**config.mk**
```make
export PLATFORM = sky130hd
export DESIGN_NAME = mem_port_arbiter
export DESIGN_NICKNAME = d
export VERILOG_FILES = /design/src/rtl/mem_port_arbiter.sv
export SDC_FILE = /design/constraint.sdc
export NUM_CORES = 1
export LEC_CHECK = 0
export ABC_AREA = 1
export CAP_MARGIN = 20
export CORE_AREA = 2 2 212 214
export CTS_BUF_LIST = sky130_fd_sc_hd__clkbuf_4
export DETAILED_ROUTE_END_ITERATION = 10
export DIE_AREA = 0 0 214 216
export HOLD_SLACK_MARGIN = 0.12
export PLACE_DENSITY_LB_ADDON = 0.25
export REMOVE_ABC_BUFFERS = 1
export SYNTH_ARGS = -nofsm -noshare
export SYNTH_HDL_FRONTEND = slang
export SYNTH_SLANG_ARGS = --single-unit
```
**constraint.sdc**
```tcl
create_clock -name clk -period 1.7 [get_ports clk]
set_input_delay 0.425 -clock clk [delete_from_list [all_inputs] [get_ports clk]]
set_output_delay 0.425 -clock clk [all_outputs]
set_load 0.02 [all_outputs]
```
**src/rtl/mem_port_arbiter.sv**
```systemverilog
// mem_port_arbiter: shares one single-port 64-bit memory between
// instruction fetch and load/store, data first with a fetch starvation bound.
package mem_port_arbiter_pkg;
  typedef enum logic [1:0] {
    NO_STORE    = 2'd0,
    STORE_BYTE  = 2'd1,
    STORE_WORD  = 2'd2,
    STORE_DWORD = 2'd3
  } mem_store_type_t;
endpackage

module mem_port_arbiter
  import mem_port_arbiter_pkg::*;
#(
  parameter int MEM_LATENCY  = 1,
  parameter int STARVE_LIMIT = 4
) (
  input  logic            clk,
  input  logic            reset_n,
  input  logic            inst_req,
  input  logic [63:0]     inst_addr,
  output logic            inst_ready,
  output logic [31:0]     inst_rdata,
  input  logic            data_req,
  input  logic [63:0]     data_addr,
  input  logic [63:0]     data_wdata,
  input  mem_store_type_t data_store_type,
  output logic            data_ready,
  output logic [63:0]     data_rdata,
  output logic [63:0]     mem_addr,
  output logic [63:0]     mem_wdata,
  output mem_store_type_t mem_store_type,
  input  logic [63:0]     mem_rdata,
  output logic            busy
);

  typedef enum logic [1:0] {
    S_IDLE,
    S_BUSY,
    S_RESP
  } state_t;

  localparam logic [3:0] LAT_M1 = 4'(MEM_LATENCY - 1);
  localparam logic [3:0] LIMIT  = 4'(STARVE_LIMIT);

  state_t          r_state;
  logic            r_owner_d;
  logic [3:0]      r_cnt;
  logic [3:0]      r_streak;
  logic            r_inst_ready;
  logic            r_data_ready;
  logic            r_busy;
  logic [31:0]     r_inst_rdata;
  logic [63:0]     r_data_rdata;
  logic [63:0]     r_mem_addr;
  logic [63:0]     r_mem_wdata;
  mem_store_type_t r_mem_st;

  logic w_starved;
  logic w_grant_d;
  logic w_grant_i;

  assign w_starved = inst_req & (r_streak == LIMIT);
  assign w_grant_d = data_req & ~w_starved;
  assign w_grant_i = inst_req & ~w_grant_d;

  assign inst_ready     = r_inst_ready;
  assign inst_rdata     = r_inst_rdata;
  assign data_ready     = r_data_ready;
  assign data_rdata     = r_data_rdata;
  assign mem_addr       = r_mem_addr;
  assign mem_wdata      = r_mem_wdata;
  assign mem_store_type = r_mem_st;
  assign busy           = r_busy;

  // Access sequencer: grant in IDLE, hold port in BUSY, pulse ready in RESP.
  always_ff @(posedge clk or negedge reset_n) begin
    if (!reset_n) begin
      r_state      <= S_IDLE;
      r_owner_d    <= 1'b0;
      r_cnt        <= '0;
      r_streak     <= '0;
      r_inst_ready <= 1'b0;
      r_data_ready <= 1'b0;
      r_busy       <= 1'b0;
      r_inst_rdata <= '0;
      r_data_rdata <= '0;
      r_mem_addr   <= '0;
      r_mem_wdata  <= '0;
      r_mem_st     <= NO_STORE;
    end else begin
      unique case (r_state)
        S_IDLE: begin
          if (w_grant_d) begin
            r_mem_addr  <= data_addr;
            r_mem_wdata <= data_wdata;
            r_mem_st    <= data_store_type;
            r_owner_d   <= 1'b1;
            r_streak    <= inst_req ? r_streak + 4'd1 : 4'd0;
          end else if (w_grant_i) begin
            r_mem_addr  <= inst_addr;
            r_mem_wdata <= '0;
            r_mem_st    <= NO_STORE;
            r_owner_d   <= 1'b0;
            r_streak    <= '0;
          end
          if (w_grant_d | w_grant_i) begin
            r_cnt   <= LAT_M1;
            r_busy  <= 1'b1;
            r_state <= S_BUSY;
          end
        end
        S_BUSY: begin
          if (r_cnt != 4'd0) begin
            r_cnt <= r_cnt - 4'd1;
          end else begin
            r_mem_st <= NO_STORE;
            if (r_owner_d) begin
              r_data_rdata <= mem_rdata;
              r_data_ready <= 1'b1;
            end else begin
              r_inst_rdata <= r_mem_addr[2] ? mem_rdata[31:0]
                                            : mem_rdata[63:32];
              r_inst_ready <= 1'b1;
            end
            r_state <= S_RESP;
          end
        end
        S_RESP: begin
          r_inst_ready <= 1'b0;
          r_data_ready <= 1'b0;
          r_busy       <= 1'b0;
          r_state      <= S_IDLE;
        end
        default: r_state <= S_IDLE;
      endcase
    end
  end

endmodule

```
## Word level (Yosys, flattened, before mapping)

Index checks and enable logic that the tools add are counted.

- Output and inout port bits: 229
- Register bits: 240
- Word-level logic and storage cells: 74
- Bits of input ports: 262

- Equal/unequal tests: 9
- Multiplexer cells: 28
- Reductions and logical operators: 15
- Bitwise gates (word level): 8
- Add/sub/neg operators: 2

Operators by type and width:

| operator | count |
|---|---|
| 2-to-1 mux 64 bit | 4 |
| 2-to-1 mux 32 bit | 1 |
| 2-to-1 mux 4 bit | 5 |
| AND reduction 3 bit | 6 |
| 2-to-1 mux 2 bit | 5 |
| != test 2 bit, second input constant | 5 |
| one-hot mux 2 bit (2 select lines) | 2 |
| one-hot mux 4 bit (2 select lines) | 1 |
| nonzero test 2 bit | 4 |
| 2-to-1 mux 1 bit | 7 |
| one-hot mux 1 bit (2 select lines) | 3 |
| AND reduction 2 bit | 3 |
| adder 4 x 1 -> 4 bit, second input constant | 1 |
| equality test 4 x 3 -> 1 bit, second input constant | 1 |
| NOT 1 bit | 4 |
| nonzero test 4 bit | 1 |
| subtractor 4 x 1 -> 4 bit, second input constant | 1 |
| bitwise AND 1 bit | 3 |
| != test 3 bit, second input constant | 1 |
| equality test 2 x 1 -> 1 bit, second input constant | 1 |
| equality test 2 bit, second input constant | 1 |
| zero test 2 bit | 1 |
| bitwise OR 1 bit | 1 |

## Logic depth before layout (Yosys ltp)

Gate-level depths: netlist of run 1.

- Depth in word-level cells: 9
- Mapped depth: 11
- Mapped depth without buffers: 9

## Least setup slack after synthesis of run 1

No wires, ideal clock.

- Path type: flip-flop to flip-flop
- Start point: reg r_streak[0]
- End point: reg r_mem_addr[53], in the netlist mem_addr[53]
- Data arrival time: 1.434 ns
- Path slack: 0.148 ns
- Required time: 1.582 ns
- Cell stages (with the launch flop): 11
- Buffers on the path: 2
- Cell sequence: dfrtp_1 > inv_1 > ha_1 > nand2_1 > inv_1 > nand2_1 > buf_2 > buf_1 > nand3_1 > nand3_1 > nand2_1

- Longest elaborated chain between the ends: 8
- Elaborated cells on any way between the ends: 9
- Those cells by class: 1 x eq/ne; 1 x mux; 5 x bitwise; 2 x reduce/logical

RTL lines:

| item | line | source |
|---|---|---|
| start, declared | 49 | `logic [3:0] r_streak;` |
| start signal, assigned | 99 | `r_streak <= inst_req ? r_streak + 4'd1 : 4'd0;` |
| equality test 4 x 3 -> 1 bit (*) | 63 | `assign w_starved = inst_req & (r_streak == LIMIT);` |
| bitwise AND 1 bit (*) | 63 |  |
| NOT 1 bit (*) | 64 | `assign w_grant_d = data_req & ~w_starved;` |
| bitwise AND 1 bit (*) | 64 |  |
| NOT 1 bit | 65 | `assign w_grant_i = inst_req & ~w_grant_d;` |
| bitwise AND 1 bit | 65 |  |
| nonzero test 2 bit (no source line) | -- |  |
| AND reduction 2 bit (no source line) | -- |  |
| end signal, assigned | 95 | `r_mem_addr <= data_addr;` |
| end signal, assigned | 101 | `r_mem_addr <= inst_addr;` |
| end, declared | 55 | `logic [63:0] r_mem_addr;` |

Mark *: on every way between the ends. The rest lies on a longest branch, timed or not.
A chain may end at the register's enable or synchronous reset.

## Worst setup path in the final report of run 1

- Start point: reg r_data_rdata[11], in the netlist data_rdata[11]
- End point: out data_rdata[11]

RTL lines:

| item | line | source |
|---|---|---|
| start, declared | 54 | `logic [63:0] r_data_rdata;` |
| start signal, assigned | 119 | `r_data_rdata <= mem_rdata;` |
| end, declared | 29 | `output logic [63:0] data_rdata,` |

No word-level cell between the ends.

==> metrics.md, run 1 <==
| Metric | Value |
|---|---|
| Worst IR Drop VDD | `approximately 0.75 mV` |
| Cells after Synth | `~1400` |
| Setup crit start kind | `register` |
| Cell area power density | `1830 nW/µm²` |
| Post-detail-place hpwl | `30000 µm` |
| Gpl congestion | `slightly above 0.8` |
| WHS Path Cells | `3` |
| CP Class | `register to output port` |
| Post-Synthesis Mean Instance Area | `about 7.7 µm²` |
| # nets final | `between 2000 and 2500` |
| Final count of negative-setup-slack endpoints | `1` |
| Max Cap Viol | `0` |
| Tcrit/Tclk final | `100%` |
| Hold Path Class | `primary input to register` |
| Crit path time final | `1.70 ns` |
| Synth top area cells | `dfrtp_1 (56%), nand2_1 (22%), nand3_1 (7.7%)` |
| CTS tree | `built` |
| Clk pin slew, worst setup/hold paths | `0.07 ns` |
| Hold Path End | `r_streak[2]$_DFFE_PN0P_` |
| Synth warn | `0` |
| Synth unique cells | `22` |
| Total core area | `between 40000 and 50000 µm²` |
| Worst R2R Setup Slack | `0.08 ns` |
| Delay-heaviest family, CP | `flip-flops` |
| Final ANT Viol Nets | `0` |
| Final Hold Fails | `0` |
| Share of synthesized registers carrying an async set or reset | `100%` |
| Worst path slowest cell | `dfrtp_1` |
| Count leader, synth | `nand2_1` |
| Largest net degree at the start of global routing | `92` |
| Critical path's largest stage delay | `roughly 0.42 ns` |
| PnR worst setup slack | `-0.000797 ns` |
| Yosys top cell area share | `about 56%` |
| Arrival @ worst endpoint | `about 1.3 ns` |
| Pre-CTS WS | `-0.224 ns` |
| First-pass GRT wire length | `roughly 66000 µm` |
| Peak Freq | `a little under 0.6 GHz` |
| Yosys top cell by area | `dfrtp_1` |
| RSZ-0062 raised after global routing | `true` |
| Status | `finished, violations left` |
| Share of cells above drive strength 1 | `roughly 25%` |
| Slew @ Worst Pin | `approximately 0.79 ns` |
| Gr usage total | `roughly 18%` |
| IO Count | `slightly below 500` |
| Hold Slack | `0.254 ns` |
| TritonRoute pass-1 iters | `5` |
| Initial Util | `between 20% and 30%` |
| Hold path start | `data_req` |
| Slew headroom | `between 40% and 50%` |
| Nature of the critical path endpoint | `output port` |
| Worst-Skew Late Latency | `0.71 ns` |
| Buf+Inv Stages, Crit Path | `1` |
| Failing checks | `setup timing` |
| Critical Path Fanout Max | `2` |
| DR vias | `around 11000` |
| Row cnt | `77` |
| Worst R2R Path Depth | `11` |
| Clock buffer depth | `3` |
| # H-tree levels | `3` |
| Fillcell total | `~4400` |
| Syn Std Cell Area | `roughly 11000 µm²` |
| Main synth FF type | `dfrtp_1` |
| Clock sink count | `240` |
| Count of flip-flops with a built-in enable after synthesis | `0` |
| Die ar. | `~46000 µm²` |
| Worst Clk Skew | `~0.032 ns` |
| Critical Path RT | `roughly 1.3 ns` |
| Register area share after synthesis | `55.5%` |
| Remaining DRCs | `0` |
| Gr ovfl total | `0` |
| Worst reg2reg endpoint | `mem_wdata[51]$_DFFE_PN0P_` |
| DR WL/cell | `between 15 and 20 µm` |
| CTS Buf Count | `a little over 70` |
| Final wirelength | `approximately 45000 µm` |
| Port buffer count | `a little under 500` |
| Initial antenna violation count | `3` |
| Multi-input gate area | `approximately 3800 µm²` |
| FF-to-FF Start | `r_streak[0]$_DFFE_PN0P_` |
| Chip height | `roughly 220 µm` |
| Vias in the first global route | `roughly 11000` |
| DRT iter0 DRCs | `740` |
| Flops & latches, synth | `240` |
| Area delta synth->final | `75.3%` |
| Die X | `~210 µm` |
| Root Buffer | `clkbuf_4` |
| Most frequent cells after synthesis | `nand2_1 (639), dfrtp_1 (240), inv_1 (173), nand3_1 (167), o21ai_0 (56)` |
| CP Cell Sequence | `buf_6` |
| Final Max Slew Viols | `0` |
| Post-DR vias/cell | `4.29` |
| LEAKAGE | `10.1 nW` |
| Reg area | `between 6000 and 7000 µm²` |
registers in the layout, indices dropped and copies added (netlist names):
signal	cells
r_owner_d	1
r_state	2
inst_rdata	32
mem_store_type	2
inst_ready	1
r_streak	4
r_cnt	4
mem_addr	64
data_ready	1
mem_wdata	64
busy	1
data_rdata	64
report_power, final:
| part | internal, mW | leakage [nW] | switching [mW] |
|---|---|---|---|
| Clock | 2.74 | 0.502 | 2.61 |
| Combinational | 9.14 | 6.61 | 9.90 |
| Sequential | 8.37 | 2.99 | 1.99 |
area by class of cell:
type	count	area share (%)
inverters	177	3.50
flip-flops and latches	240	31.7
multi-input cells	900	20.2
diodes	2	0.0264
repair buffers	644	36.3
well taps	592	3.91
clock inverters	17	0.363
clock buffers	102	4.04
stage by stage:
stage	TNS, ns	instances	power (mW)	cell area, µm²	util (%)
global placement	-17.71	2439	26.4	16700	38.0
global route	-18.49	2673	37.1	19000	43.2
floorplan	-483.43	1317	17.3	10400	-
detailed placement	-20.87	2439	26.5	16700	38.0
CTS	-17.98	2607	33.9	18200	41.4
finish	-0.000797	2674	34.7	19000	43.3
layer usage:
layer	track usage, %	vias up	share of wire, %
met5	0	-	0.082
met4	7.20	6	2.7
met3	6.99	74	9.6
met2	28.9	506	47
met1	22.3	5353	41
li1	-	5542	-
cells by family (layout without fill, tap and decap cells):
logic type | after synthesis | in the layout | share of synthesized area (%)
adders and majority gates | 4 | 4 | 0.463
other | 0 | 2 | 0
buffers and inverters | 256 | 940 | 9.78
xor gates and xnor gates | 2 | 2 | 0.162
and+or+nand+nor | 819 | 819 | 30.6
DFF | 240 | 240 | 55.5
AOI/OAI and AO/OA | 75 | 75 | 3.52
worst max path at each step:
stage                                from                       end  slack (ns)  cells past startpoint
2_1_floorplan     r_streak[0]$_DFFE_PN0P_  mem_wdata[0]$_DFFE_PN0P_       -3.87                      9
3_3_place_gp                     inst_req  mem_addr[11]$_DFFE_PN0P_       -0.19                      9
3_5_place_dp                     inst_req  mem_addr[27]$_DFFE_PN0P_       -0.22                      8
4_1_cts          mem_addr[38]$_DFFE_PN0P_              mem_addr[38]       -0.13                      1
5_1_grt          mem_addr[52]$_DFFE_PN0P_              mem_addr[52]       -0.13                      1
6_report       data_rdata[11]$_DFFE_PN0P_            data_rdata[11]     -0.0008                      1
cell usage in the layout, fill, tap and decap left out, types with 3 or more instances in the layout:
| cell type | n |
|---|---|
| inv_2 | 8 |
| nor2_1 | 5 |
| clkbuf_4 | 102 |
| clkbuf_16 | 10 |
| nand3_1 | 167 |
| nand2_1 | 635 |
| clkdlybuf4s50_1 | 259 |
| buf_12 | 24 |
| buf_6 | 235 |
| clkinv_1 | 13 |
| nand2_4 | 3 |
| inv_1 | 171 |
| o21ai_1 | 17 |
| dfrtp_1 | 238 |
| o21ai_0 | 56 |
| buf_4 | 110 |
repair_timing:
| item | in CTS | in global routing |
|---|---|---|
| buffers inserted | 47 | 50 |
| pin swaps | 1 | 6 |
| setup endpoints to repair | 241 | 419 |
| endpoints found under the hold margin | 240 | 0 |
| resized for setup | 1396 | 17 |
| cloned | 0 | 15 |
| hold buffers | 2 | 0 |
(Power assumes the default switching activity.)
==> run 2: changes to the inputs <==
--- a/config.mk
+++ b/config.mk
@@ -9,6 +9,7 @@
 export CAP_MARGIN = 20
 export CORE_AREA = 2 2 212 214
 export CTS_BUF_LIST = sky130_fd_sc_hd__clkbuf_4
+export CTS_CLUSTER_DIAMETER = 50
 export DETAILED_ROUTE_END_ITERATION = 10
 export DIE_AREA = 0 0 214 216
 export HOLD_SLACK_MARGIN = 0.12
==> metrics.md, run 2 (same netlist as run 1, synthesis figures left out) <==
| Metric | Value |
|---|---|
| Status | `finished, violations left` |
| Failing checks | `setup timing` |
| Largest net degree at the start of global routing | `92 (unchanged)` |
| Seq pwr share | `29.5% (-0.3 points)` |
| Clock buffer depth | `3 (unchanged)` |
| Max Cap Viol | `0 (unchanged)` |
| Worst path slowest cell | `dfrtp_1` |
| # H-tree levels | `3 (unchanged)` |
| Die X | `214 µm (unchanged)` |
| Final ANT Viol Nets | `0 (unchanged)` |
| Gr ovfl total | `0 (unchanged)` |
| DR vias | `11500 (-0.035%)` |
| Final Hold Fails | `0 (unchanged)` |
| Critical path's largest stage delay | `0.43 ns (about the same)` |
| PnR worst setup slack | `-0.0233 ns (-0.0225 ns)` |
| Setup crit start kind | `register` |
| Power, Total | `35.1 mW (+1.0%)` |
| Final wirelength | `45000 µm (-0.59%)` |
| Crit path time final | `1.72 ns (+0.0225 ns)` |
| Comb power frac | `54.2% (-0.6 points)` |
| Clk pin slew, worst setup/hold paths | `0.06 ns (about the same)` |
| Vias in the first global route | `11300 (-0.11%)` |
| LEAKAGE | `10.1 nW (+0.35%)` |
| Delay-heaviest family, CP | `flip-flops` |
| Worst-Skew Late Latency | `0.72 ns (about the same)` |
| Chip height | `216 µm (unchanged)` |
| Root Buffer | `clkbuf_4` |
| Clock sink count | `240 (unchanged)` |
| Arrival @ worst endpoint | `1.30 ns (+0.02 ns)` |
| Internal | `20.6 mW (+1.6%)` |
| Peak Freq | `0.580 GHz (-1.3%)` |
| Gr usage total | `18.2% (unchanged)` |
| CP Cell Sequence | `buf_6` |
| Worst Clk Skew | `0.0390 ns (+0.00702 ns)` |
| Critical Path Fanout Max | `2 (unchanged)` |
| # nets final | `2299 (-0.043%)` |
| Critical Path RT | `1.27 ns (about the same)` |
| Initial Util | `24.7% (unchanged)` |
| TritonRoute pass-1 iters | `5 (unchanged)` |
| Nature of the critical path endpoint | `output port` |
| Commonest non-fill, non-tap cell in the layout | `nand2_1` |
| RSZ-0062 raised after global routing | `true` |
| First-pass GRT wire length | `65600 µm (about the same)` |
| Gpl congestion | `0.813 (unchanged)` |
| Die ar. | `46200 µm² (unchanged)` |
| Placed instance area | `16700 µm² (unchanged)` |
| Remaining DRCs | `0 (unchanged)` |
| Non-Filler Instances | `2675 (+0.037%)` |
| Final Max Slew Viols | `0 (unchanged)` |
| Commonest cells after routing, fill and taps aside | `nand2_1 (636), clkdlybuf4s50_1 (259), dfrtp_1 (238)` |
| Post-DR vias/cell | `4.29 (about the same)` |
| Tcrit/Tclk final | `101% (+1.3 points)` |
| Buf+Inv Stages, Crit Path | `1 (unchanged)` |
| Slew headroom | `46.4% (-0.66 points)` |
| Area delta synth->final | `75.8%` |
| Post-detail-place hpwl | `30000 µm (unchanged)` |
| CTS Buf Count | `72 (+1.4%)` |
| IO Count | `491 (unchanged)` |
| Pre-CTS WS | `-0.224 ns (unchanged)` |
| Port buffer count | `490 (unchanged)` |
| DRT iter0 DRCs | `678 (-8.4%)` |
| Share of cells above drive strength 1 | `24.4% (-0.072 points)` |
| CTS tree | `built` |
| Worst IR Drop VDD | `0.686 mV (-8.3%)` |
| CP Class | `register to output port` |
| Cell area power density | `1850 nW/µm² (+0.70%)` |
| Sw power | `14.5 mW (+0.32%)` |
| Cell area after layout | `19000 µm² (+0.34%)` |
| Worst R2R Setup Slack | `0.11 ns (+0.03 ns)` |
| Dpl cells | `2439 (unchanged)` |
| Hold Path Class | `primary input to register` |
| Hold Slack | `0.237 ns (-0.0174 ns)` |
| Sw Share | `41.4% (-0.30 points)` |
| Final count of negative-setup-slack endpoints | `4 (+3)` |
| Row cnt | `77 (unchanged)` |
| Total core area | `43800 µm² (unchanged)` |
| Slew @ Worst Pin | `0.801 ns (+0.00992 ns)` |
| Clk pwr share | `16.3% (+0.9 points)` |
| Fillcell total | `4416 (-0.068%)` |
| Initial antenna violation count | `3 (unchanged)` |
| DR WL/cell | `16.8 µm (-0.63%)` |
[run 2: path summary, 6_finish.rpt]
check / startpoint / endpoint / cells after the start
setup / recovery: data_rdata[11]$_DFFE_PN0P_ / data_rdata[11] / 1
min in group asynchronous: reset_n / r_streak[2]$_DFFE_PN0P_ / 3
setup reg to reg: r_streak[0]$_DFFE_PN0P_ / mem_addr[53]$_DFFE_PN0P_ / 11
hold reg to reg: data_rdata[15]$_DFFE_PN0P_ / data_rdata[15]$_DFFE_PN0P_ / 2
max in group asynchronous: reset_n / data_rdata[3]$_DFFE_PN0P_ / 3
hold / removal: data_wdata[39] / mem_wdata[39]$_DFFE_PN0P_ / 3
[run 2: cell type report]
cell class                      instances  area [µm²]  share of cell area [%]
Timing Repair Buffer                  642        6880                    36.1
Sequential cell                       240        6010                    31.6
Multi-Input combinational cell        900        3830                    20.1
Clock buffer                          102         766                    4.03
Tap cell                              592         741                    3.89
Inverter                              177         664                    3.49
Clock inverter                         21         140                   0.737
Antenna cell                            1        2.50                  0.0132
[run 2: repair_timing]
action                     in CTS  in global routing
pin swaps                       1                  6
gates cloned                    0                 14
hold buffers                    3                  0
gates resized for setup      1396                 15
setup endpoints to repair     241                423
setup buffers                  46                 49
hold endpoints to repair      241                  0
[run 2: stage by stage]
stage,TNS (ns),utilization (%)
floorplan,-483.43,-
global placement,-17.71,38.0
detailed placement,-20.87,38.0
CTS,-19.08,41.6
global route,-18.93,43.4
finish,-0.0377,43.4
[run 2: routing by layer]
layer	vias up	track usage [%]	routed length, µm
met3	80	7.02	4200
li1	5545	-	-
met5	-	0	37
met2	483	28.9	20900
met1	5363	22.3	18700
met4	6	7.20	1140
[run 2: power by group through the flow]
stage                     Sequential (mW)  Clock [mW]  Combinational (mW)
after floorplan                      13.3           0                4.06
after global placement               9.86           0                16.5
after detailed placement             9.89           0                16.6
after CTS                            10.3        6.01                17.9
after global routing                 10.6        6.32                20.5
final                                10.4        5.72                19.0
